==> src/rtl/knn_stream_ctrl.sv <==
// KNN stream controller: buffers reference points and streams them LANES per beat,
// together with the latched test point, into the distance datapath, then drains and flags results.
module knn_stream_ctrl #(
    parameter int DATA_W    = 32,
    parameter int NUM_PTS   = 8,
    parameter int ADDR_W    = 3,
    parameter int LANES     = 1,
    parameter int DRAIN_CYC = 2,
    parameter int CNT_W     = 4
) (
    input  logic                    clk,
    input  logic                    rst,
    input  logic                    start_i,
    input  logic [ADDR_W:0]         n_pts_i,
    input  logic [DATA_W-1:0]       test_pt_i,
    input  logic                    wr_en_i,
    input  logic [ADDR_W-1:0]       wr_addr_i,
    input  logic [DATA_W-1:0]       wr_data_i,
    output logic [DATA_W-1:0]       test_pt_o,
    output logic [LANES*DATA_W-1:0] data_pt_o,
    output logic [LANES-1:0]        lane_vld_o,
    output logic                    dp_valid_o,
    input  logic                    dp_ready_i,
    output logic                    busy_o,
    output logic                    valid_o,
    output logic                    done_o
);
    localparam int AW1 = ADDR_W + 1;
    localparam int CW1 = CNT_W + 1;
    localparam logic [ADDR_W:0] NPTS       = AW1'(NUM_PTS);
    localparam logic [CNT_W:0]  DRAIN_LAST = CW1'(DRAIN_CYC);

    typedef enum logic [3:0] {
        IDLE   = 4'b0001,
        STREAM = 4'b0010,
        DRAIN  = 4'b0100,
        OUTPUT = 4'b1000
    } state_t;

    state_t state, state_n;

    logic [DATA_W-1:0]             mem [NUM_PTS];
    logic [DATA_W-1:0]             test_pt_q;
    logic [ADDR_W:0]               n_q, n_clamp, n_beats, ptr;
    logic [CNT_W-1:0]              cnt;
    logic [LANES-1:0][DATA_W-1:0]  beat_data;
    logic [LANES-1:0]              beat_vld;
    logic                          load, beat_last, drain_done, wr_ok;

    assign n_clamp    = (n_pts_i > NPTS) ? NPTS : n_pts_i;
    assign n_beats    = AW1'((32'(n_q) + LANES - 1) / LANES);
    // output regs may advance when empty or when the current beat is taken
    assign load       = !dp_valid_o || dp_ready_i;
    assign beat_last  = dp_valid_o && dp_ready_i && (ptr == n_beats);
    assign drain_done = ({1'b0, cnt} + 1'b1) >= DRAIN_LAST;
    assign wr_ok      = wr_en_i && (state == IDLE || state == OUTPUT) && ({1'b0, wr_addr_i} < NPTS);

    for (genvar j = 0; j < LANES; j++) begin : g_lane
        logic [ADDR_W:0] idx;
        assign idx          = AW1'(32'(ptr) * LANES + j);
        assign beat_vld[j]  = idx < n_q;
        assign beat_data[j] = beat_vld[j] ? mem[idx[ADDR_W-1:0]] : '0;
    end

    always_ff @(posedge clk) begin
        if (rst) state <= IDLE;
        else     state <= state_n;
    end

    always_comb begin
        state_n = state;
        unique case (state)
            IDLE:    if (start_i) state_n = (n_clamp == '0) ? DRAIN : STREAM;
            STREAM:  if (!start_i) state_n = IDLE;
                     else if (beat_last) state_n = DRAIN;
            DRAIN:   if (!start_i) state_n = IDLE;
                     else if (drain_done) state_n = OUTPUT;
            OUTPUT:  if (!start_i) state_n = IDLE;
            default: state_n = IDLE;
        endcase
    end

    always_ff @(posedge clk) begin
        if (rst) begin
            for (int i = 0; i < NUM_PTS; i++) mem[i] <= '0;
            test_pt_q  <= '0;
            n_q        <= '0;
            ptr        <= '0;
            cnt        <= '0;
            test_pt_o  <= '0;
            data_pt_o  <= '0;
            lane_vld_o <= '0;
            dp_valid_o <= 1'b0;
            busy_o     <= 1'b0;
            valid_o    <= 1'b0;
            done_o     <= 1'b0;
        end else begin
            if (wr_ok) mem[wr_addr_i] <= wr_data_i;
            if (state == IDLE && start_i) begin
                test_pt_q <= test_pt_i;
                n_q       <= n_clamp;
            end
            if (state != STREAM)
                ptr <= '0;
            else if (start_i && load && ptr < n_beats)
                ptr <= ptr + 1'b1;
            cnt <= (state == DRAIN) ? cnt + 1'b1 : '0;

            // beat registers: hold while stalled, clear on last transfer or abort
            if (state == STREAM && start_i) begin
                if (load) begin
                    if (ptr < n_beats) begin
                        dp_valid_o <= 1'b1;
                        data_pt_o  <= beat_data;
                        lane_vld_o <= beat_vld;
                        test_pt_o  <= test_pt_q;
                    end else begin
                        dp_valid_o <= 1'b0;
                        data_pt_o  <= '0;
                        lane_vld_o <= '0;
                        test_pt_o  <= '0;
                    end
                end
            end else begin
                dp_valid_o <= 1'b0;
                data_pt_o  <= '0;
                lane_vld_o <= '0;
                test_pt_o  <= '0;
            end

            busy_o  <= (state_n == STREAM) || (state_n == DRAIN);
            valid_o <= (state_n == OUTPUT);
            done_o  <= (state_n == OUTPUT) && (state != OUTPUT);
        end
    end

endmodule

==> config.mk <==
export PLATFORM = sky130hd
export DESIGN_NAME = knn_stream_ctrl
export DESIGN_NICKNAME = d
export VERILOG_FILES = /design/src/rtl/knn_stream_ctrl.sv
export SDC_FILE = /design/constraint.sdc
export NUM_CORES = 1
export LEC_CHECK = 0
export CAP_MARGIN = 20
export CORE_MARGIN = 4
export CORE_UTILIZATION = 45
export CTS_CLUSTER_SIZE = 40
export DETAILED_ROUTE_END_ITERATION = 8
export SKIP_LAST_GASP = 1
export SLEW_MARGIN = 15
export SYNTH_ARGS = -nofsm -noshare
export SYNTH_HDL_FRONTEND = slang
export SYNTH_SLANG_ARGS = --single-unit
==> constraint.sdc <==
create_clock -name clk -period 3 [get_ports clk]
set_input_delay 0.45 -clock clk [delete_from_list [all_inputs] [get_ports clk]]
set_output_delay 0.45 -clock clk [all_outputs]
set_load 0.05 [all_outputs]
==> results of run 1 <==
-- synth_stat cells (3+ instances only) --
library cell | instances | share of area (%)
sky130_fd_sc_hd__a21oi_1 | 44 | 1.4
sky130_fd_sc_hd__buf_8 | 4 | 0.38
sky130_fd_sc_hd__edfxtp_1 | 256 | 48
sky130_fd_sc_hd__mux4_2 | 21 | 3.0
sky130_fd_sc_hd__nand2b_1 | 5 | 0.20
sky130_fd_sc_hd__dfxtp_1 | 119 | 15
sky130_fd_sc_hd__buf_2 | 14 | 0.44
sky130_fd_sc_hd__buf_6 | 10 | 0.71
sky130_fd_sc_hd__ha_1 | 7 | 0.55
sky130_fd_sc_hd__a22oi_1 | 32 | 1.5
sky130_fd_sc_hd__and2_1 | 254 | 10
sky130_fd_sc_hd__or2_2 | 9 | 0.35
sky130_fd_sc_hd__xor2_1 | 4 | 0.22
sky130_fd_sc_hd__nor2_4 | 6 | 0.42
sky130_fd_sc_hd__nor2b_1 | 3 | 0.12
sky130_fd_sc_hd__mux4_1 | 43 | 7.1
sky130_fd_sc_hd__clkbuf_2 | 19 | 0.60
sky130_fd_sc_hd__mux2_2 | 32 | 2.3
sky130_fd_sc_hd__inv_1 | 6 | 0.14
sky130_fd_sc_hd__clkbuf_1 | 18 | 0.42
sky130_fd_sc_hd__nand3_1 | 7 | 0.22
sky130_fd_sc_hd__a22o_1 | 32 | 1.8
sky130_fd_sc_hd__nor3b_1 | 4 | 0.19
sky130_fd_sc_hd__nor2_1 | 50 | 1.2
sky130_fd_sc_hd__nand2_1 | 75 | 1.8
sky130_fd_sc_hd__buf_1 | 8 | 0.19
-- worst paths after layout --
check                startpoint             to  slack (ns)  cells past startpoint
hold / removal    test_pt_q[10]  test_pt_q[10]        0.45                      2
hold reg to reg   test_pt_q[10]  test_pt_q[10]        0.45                      2
setup reg to reg       state[0]      mem[7][0]        0.80                      6
setup / recovery     lane_vld_o     dp_valid_o        0.71                      1
-- per-layer routing --
layer | GRT usage (%) | wire, µm | share of wire (%) | vias up
li1 | - | - | - | 4386
met1 | 26.19 | 16330 | 44 | 4680
met2 | 31.28 | 17610 | 48 | 218
met3 | 3.933 | 2055 | 5.6 | 54
met4 | 4.396 | 728 | 2.0 | 2
met5 | 0 | 13 | 0.035 | -
-- cell families (layout without fill, tap and decap cells) --
group           Yosys count  after routing  synth area share [%]
xor+xnor                  6              6                0.3297
flops                   375            375                 63.19
simple gates            434            434                 15.66
buf+inv                  80            269                 2.921
fa+ha+maj                 7              7                0.5496
other cells               0              1                     0
compound gates          116            116                 5.040
mux                      96             96                 12.32
-- flip-flops by register name, indices dropped and copies added, names as in the netlist, named ones only --
| signal | flops |
|---|---|
| cnt | 4 |
| valid_o | 1 |
| mem | 256 |
| busy_o | 1 |
| test_pt_o | 32 |
| ptr | 4 |
| done_o | 1 |
| data_pt_o | 32 |
| lane_vld_o | 1 |
| test_pt_q | 32 |
| state | 4 |
| n_q | 4 |
-- cell type report --
class                   count  area share, %
clock buffers              58          6.255
inverters                   6         0.1169
diodes                      1        0.01299
well taps                 455          2.956
flip-flops and latches    375          52.31
repair buffers            186          9.640
multi-input cells         659          28.12
clock inverters            19         0.5911
-- through the flow --
step                utilization [%]  hold slack, ns
floorplan                         -          0.4360
global placement              51.68          0.4418
detailed placement            51.68          0.4482
CTS                           55.48          0.4473
global route                  55.49          0.4510
finish                        55.49          0.4533
-- power breakdown --
group          switching [µW]  internal, µW  total, µW
clock                    1980          2890       4870
combinational             331           251        582
sequential               56.1          5700       5760
total                    2370          8840      11200
==> impl_summary.txt, run 1 <==
----------------------------------------------------
[Logic synthesis]
  Synth warnings ... 0
  Main synth FF type ... sky130_fd_sc_hd__edfxtp_1
  Proportion of register bits with asynchronous set or reset after synthesis ... 0%
  Synthesized area divided by synthesized cell count ... 14.31 µm²
  Number of cells produced by synthesis ... 1114
  EDFF count, synth ... 256
  Share of the yosys chip area belonging to registers ... 63.19%
  Post-synth design cell area ... 0.01594 mm²
  Number of distinct library cells after synthesis ... 51
  Post-Syn Nets ... 1197
  Flip-flop and latch count after synthesis ... 375

[Floorplanning]
  Initial Util ... 45.91%
  Area enclosed by the die boundary ... 0.03849 mm²
  Height of the chip ... 196.2 µm
  Die boundary width ... 196.2 µm
  Core area ... 0.03471 mm²
  Boundary Pins ... 145
  Core Rows ... 68

[Power and ir drop]
  PD cells ... 581.7 mW/mm²
  Max IR drop VDD ... 0.4006 mV
  Final Total Pwr ... 11200 µW
  Static leakage ... 0.006999 µW

[Worst setup path]
  Worst path required time ... 2.55 ns
  Sum of buffers and inverters on the critical path ... 1
  Category of the worst setup path capture point ... primary output
  Classification of the worst setup path ... register to primary output
  Highest-delay cell along the critical path ... sky130_fd_sc_hd__clkdlybuf4s50_1
  Kind of launch point of the worst setup path ... register
  Ordered list of cells on the worst path ... clkdlybuf4s50_1
  CP peak stage delay ... 0.86 ns
  Critical path data arrival time ... 1.84 ns
  Cell family with the largest share of critical-path delay ... buffers and inverters
  Critical path peak fanout ... 5

[Timing]
  Max frequency ... 0.4371 GHz
  Fin Setup TNS ... 0 ns
  Clock period minus final worst setup slack ... 2.288 ns
  Number of pins with negative max-slew slack in the final report ... 0
  Setup repair after global routing missed its margin ... no
  Fin Clk Skew ... 0.02261 ns
  Crit share post-route ... 76.26%
  Endpoints failing hold ... 0
  Setup violations, final ... 0
  Final WS setup ... 0.7122 ns
  Transition time of the tightest slew-check pin ... 0.7289 ns
  Normalized max-slew margin ... 50.73%

[Routing]
  Number of violations reported at the end of detailed-routing iteration 0 ... 575
  Antenna Nets Post-Route ... 0
  Via-per-instance ratio ... 5.310
  Wirelength per Cell ... 20.88 µm
  Post-detailed-route DRC marker count ... 0
  Via count ... 9340
  Final wirelength ... 36730 µm
  Detailed Routing Iterations Pass 1 ... 5

[Clock network]
  TritonCTS sink count ... 375
  Clock tree from TritonCTS ... yes
  Count of hold buffers inserted by post-cts repair ... 0
  Number of H-tree levels ... 2
  Maximum clock path buffer count ... 3
  Clock latency of the later-clocked register in the worst-skew pair ... 0.53 ns
  Cell at the root of the clock tree ... sky130_fd_sc_hd__clkbuf_16
  CTS clk-pin slew, worst paths ... 0.06 ns
  Post-CTS Setup Repair Bufs ... 0
  TritonCTS buffer count ... 42
  Post-cts sizing count ... 0

[Placed design]
  Inst Count DP ... 1681
  Worst slack at placement ... 0.4536 ns
  Routability congestion estimate ... 0.7471
  Post-placement cell area ... 0.01794 mm²
  Quantity of I/O buffers inserted on ports ... 144
  Final HPWL DP ... 22490 µm

[Cells and area]
  Combined area of the multi-input logic cells ... 0.005416 mm²
  Commonest cells after routing, fill and taps aside ... sky130_fd_sc_hd__edfxtp_1, sky130_fd_sc_hd__and2_1, sky130_fd_sc_hd__clkdlybuf4s50_1, sky130_fd_sc_hd__dfxtp_1, sky130_fd_sc_hd__nand2_1
  Fraction of layout instances using a drive strength above 1 ... 14.12%
  Final design area excluding fillers ... 0.01926 mm²
  Filler cells ... 2886
  Post-route insts no fill ... 1759
  Most common cell after layout, fill and taps aside ... sky130_fd_sc_hd__edfxtp_1
  Register area ... 0.01008 mm²
  Area growth from synthesis to layout ... 20.87%
  Number of nets at the end of the flow ... 1353

[Run status]
  Result of the run ... completed

[GRT]
  Maximum number of pins on one net before global-route repair ... 49
  Vias in the first global route ... 9819
  Wire length of the first global-routing pass ... 57290 µm
  Total congestion overflow after global routing ... 0
  All-Layer GR Usage ... 18.99%
  Initial antenna violation count ... 3

[Min path]
  Tightest Hold Check Type ... register to register

[Job]
  Max capacitance violation total ... 0

----------------------------------------------------
(Power assumes the default switching activity.)
==> run 2, diff against run 1 <==
Settings changed: PLACE_DENSITY set to 0.67.
Clock period 3 ns to 2.1 ns, I/O delays scaled along.
==> run 2 against run 1 <==
Compared with the run above: count of clock-buffer cells in the layout unchanged; combinational power is 57% higher; global-route usage is 0.15 points lower; hold slack lost 0.12 ns; setup slack got worse by 0.64 ns; cell count grew 1.0%; clock power rose by 47%; sequential cell count stayed put; register-to-register slack worse by 0.57 ns; wire length shrank 1.0%; core utilization is 1.2 points higher; highest routed layer unchanged.
==> impl_summary.txt, run 2 (synthesis gave the netlist of run 1 again) <==
----------------------------------------------------
[Floorplanning]
  Area enclosed by the die boundary ... 0.03849 mm² (unchanged)
  Core Rows ... 68 (unchanged)
  Boundary Pins ... 145 (unchanged)
  Initial Util ... 45.91% (unchanged)
  Height of the chip ... 196.2 µm (unchanged)
  Core area ... 0.03471 mm² (unchanged)
  Die boundary width ... 196.2 µm (unchanged)

[Timing]
  Setup repair after global routing missed its margin ... no
  Clock period minus final worst setup slack ... 2.031 ns
  Fin Clk Skew ... 0.01471 ns (-0.007896 ns)
  Number of pins with negative max-slew slack in the final report ... 0 (unchanged)
  Endpoints failing hold ... 0 (unchanged)
  Worst hold slack across all endpoints ... 0.3377 ns (-0.1156 ns)
  Transition time of the tightest slew-check pin ... 0.5826 ns (-0.1463 ns)
  Setup violations, final ... 0 (unchanged)
  Normalized max-slew margin ... 61.32% (+11 points)
  Crit share post-route ... 96.72%
  Max frequency ... 0.4923 GHz

[Cells and area]
  Fraction of layout instances using a drive strength above 1 ... 15.73% (+1.6 points)
  Register bank with the most flops ... mem
  Commonest cells after routing, fill and taps aside ... sky130_fd_sc_hd__edfxtp_1, sky130_fd_sc_hd__and2_1, sky130_fd_sc_hd__clkdlybuf4s50_1, sky130_fd_sc_hd__dfxtp_1, sky130_fd_sc_hd__nand2_1
  Filler cells ... 2787 (-3.4%)
  Area growth from synthesis to layout ... 23.42%
  Final design area excluding fillers ... 0.01967 mm² (+2.1%)
  Most common cell after layout, fill and taps aside ... sky130_fd_sc_hd__edfxtp_1
  Number of flip-flops in the largest register ... 256 (unchanged)
  Number of nets at the end of the flow ... 1373 (+1.5%)
  Post-route insts no fill ... 1777 (+1.0%)
  Number of inserted diodes ... 0 (-1)

[Routing]
  Via-per-instance ratio ... 5.333 (+0.43%)
  Wirelength per Cell ... 20.47 µm (-2.0%)
  Final wirelength ... 36370 µm (-1.0%)
  Detailed Routing Iterations Pass 1 ... 5 (unchanged)
  Via count ... 9476 (+1.5%)
  Post-detailed-route DRC marker count ... 0 (unchanged)
  Number of violations reported at the end of detailed-routing iteration 0 ... 506 (-12%)
  Antenna Nets Post-Route ... 0 (unchanged)

[Run status]
  Result of the run ... completed

[Placed design]
  Quantity of I/O buffers inserted on ports ... 144 (unchanged)
  Post-placement cell area ... 0.01832 mm² (+2.1%)
  Routability congestion estimate ... 0.7675 (+2.7%)
  Final HPWL DP ... 22480 µm (about the same)
  Inst Count DP ... 1703 (+1.3%)

[Clock network]
  Cell at the root of the clock tree ... sky130_fd_sc_hd__clkbuf_16
  TritonCTS buffer count ... 40 (-4.8%)
  TritonCTS sink count ... 375 (unchanged)
  Maximum clock path buffer count ... 3 (unchanged)
  Clock tree from TritonCTS ... yes
  Number of H-tree levels ... 2 (unchanged)
  Count of hold buffers inserted by post-cts repair ... 0 (unchanged)
  Clock latency of the later-clocked register in the worst-skew pair ... 0.53 ns (about the same)
  CTS clk-pin slew, worst paths ... 0.06 ns (about the same)

[GRT]
  All-Layer GR Usage ... 18.84% (-0.15 points)
  Vias in the first global route ... 9970 (+1.5%)
  Total congestion overflow after global routing ... 0 (unchanged)
  Wire length of the first global-routing pass ... 56780 µm (-0.89%)
  Maximum number of pins on one net before global-route repair ... 55 (+12%)
  Initial antenna violation count ... 1 (-2)

[Worst setup path]
  Kind of launch point of the worst setup path ... register
  Cell family with the largest share of critical-path delay ... buffers and inverters
  Critical path peak fanout ... 2 (-3)
  Classification of the worst setup path ... register to primary output
  CP peak stage delay ... 0.84 ns (-0.02 ns)
  Critical path data arrival time ... 1.72 ns (-0.12 ns)
  Worst-case register-to-register setup slack ... 0.23 ns (-0.57 ns)
  Worst path required time ... 1.78 ns (-0.77 ns)
  Highest-delay cell along the critical path ... sky130_fd_sc_hd__clkdlybuf4s50_1
  Category of the worst setup path capture point ... primary output
  Ordered list of cells on the worst path ... clkdlybuf4s50_1
  Sum of buffers and inverters on the critical path ... 1 (unchanged)

[Power and ir drop]
  PD cells ... 828.5 mW/mm² (+42%)
  Max IR drop VDD ... 0.5901 mV (+47%)
  Static leakage ... 0.007226 µW (+3.2%)

[Min path]
  Tightest Hold Check Type ... input pin to register

[Job]
  Max capacitance violation total ... 0 (unchanged)

----------------------------------------------------
-- run 2: layout make-up --
type,count,area (µm²),share of cell area (%)
clock buffer,58,1151,5.852
clock inverter,16,196.4,0.9987
inverter,6,22.52,0.1145
multi-input combinational,659,5416,27.54
sequential,375,10080,51.23
tap,455,569.3,2.894
timing repair buffer,208,2237,11.37
-- run 2: report_power, final --
group	leakage [µW]	switching, µW	internal [µW]	total [µW]
logic	0.00294	490	421	911
clock network	0.000663	2850	4320	7170
registers	0.00362	73.4	8140	8210
-- run 2: metal layers --
layer  routed length (µm)  part of all wire [%]  vias up  GRT usage [%]
met5                    8                 0.022        -              0
met4                  648                   1.8        2          4.474
met3                 2615                   7.2       52          4.705
li1                     -                     -     4433              -
met2                18010                    50      267          32.40
met1                15090                    41     4722          24.21
-- run 2: path summary, 6_finish.rpt --
kind	from	endpoint	cells past startpoint
worst max-delay path	test_pt_o[1]	test_pt_o[1]	1
worst min-delay path	test_pt_i[0]	test_pt_q[0]	3
worst max register to register	ptr[1]	data_pt_o[6]	7
worst min register to register	test_pt_q[6]	test_pt_q[6]	2
-- run 2: worst reg2reg max path, delay by kind of cell (launching register included) --
| kind | cells | cell delay (ns) |
|---|---|---|
| AOI/OAI and AO/OA | 2 | 0.42 |
| adders and majority gates | 1 | 0.27 |
| buffers and inverters | 1 | 0.23 |
| DFF | 1 | 0.40 |
| and+or+nand+nor | 3 | 0.51 |
-- run 2: through the flow --
stage,power [µW],worst slack (ns),setup TNS (ns),utilization [%]
floorplan,8780,0.02055,0,-
global placement,9267,-0.1544,-48.27,52.77
detailed placement,9290,-0.1813,-47.80,52.77
CTS,16440,0.03371,0,56.64
global route,16830,0.0008680,0,56.66
finish,16300,0.06890,0,56.66
-- run 2: what timing repair did --
| action | CTS | global route |
|---|---|---|
| setup buffers | 0 | 0 |
| setup endpoints to repair | 3 | 5 |
| pin swaps | 0 | 0 |
| resized for setup | 3 | 2 |
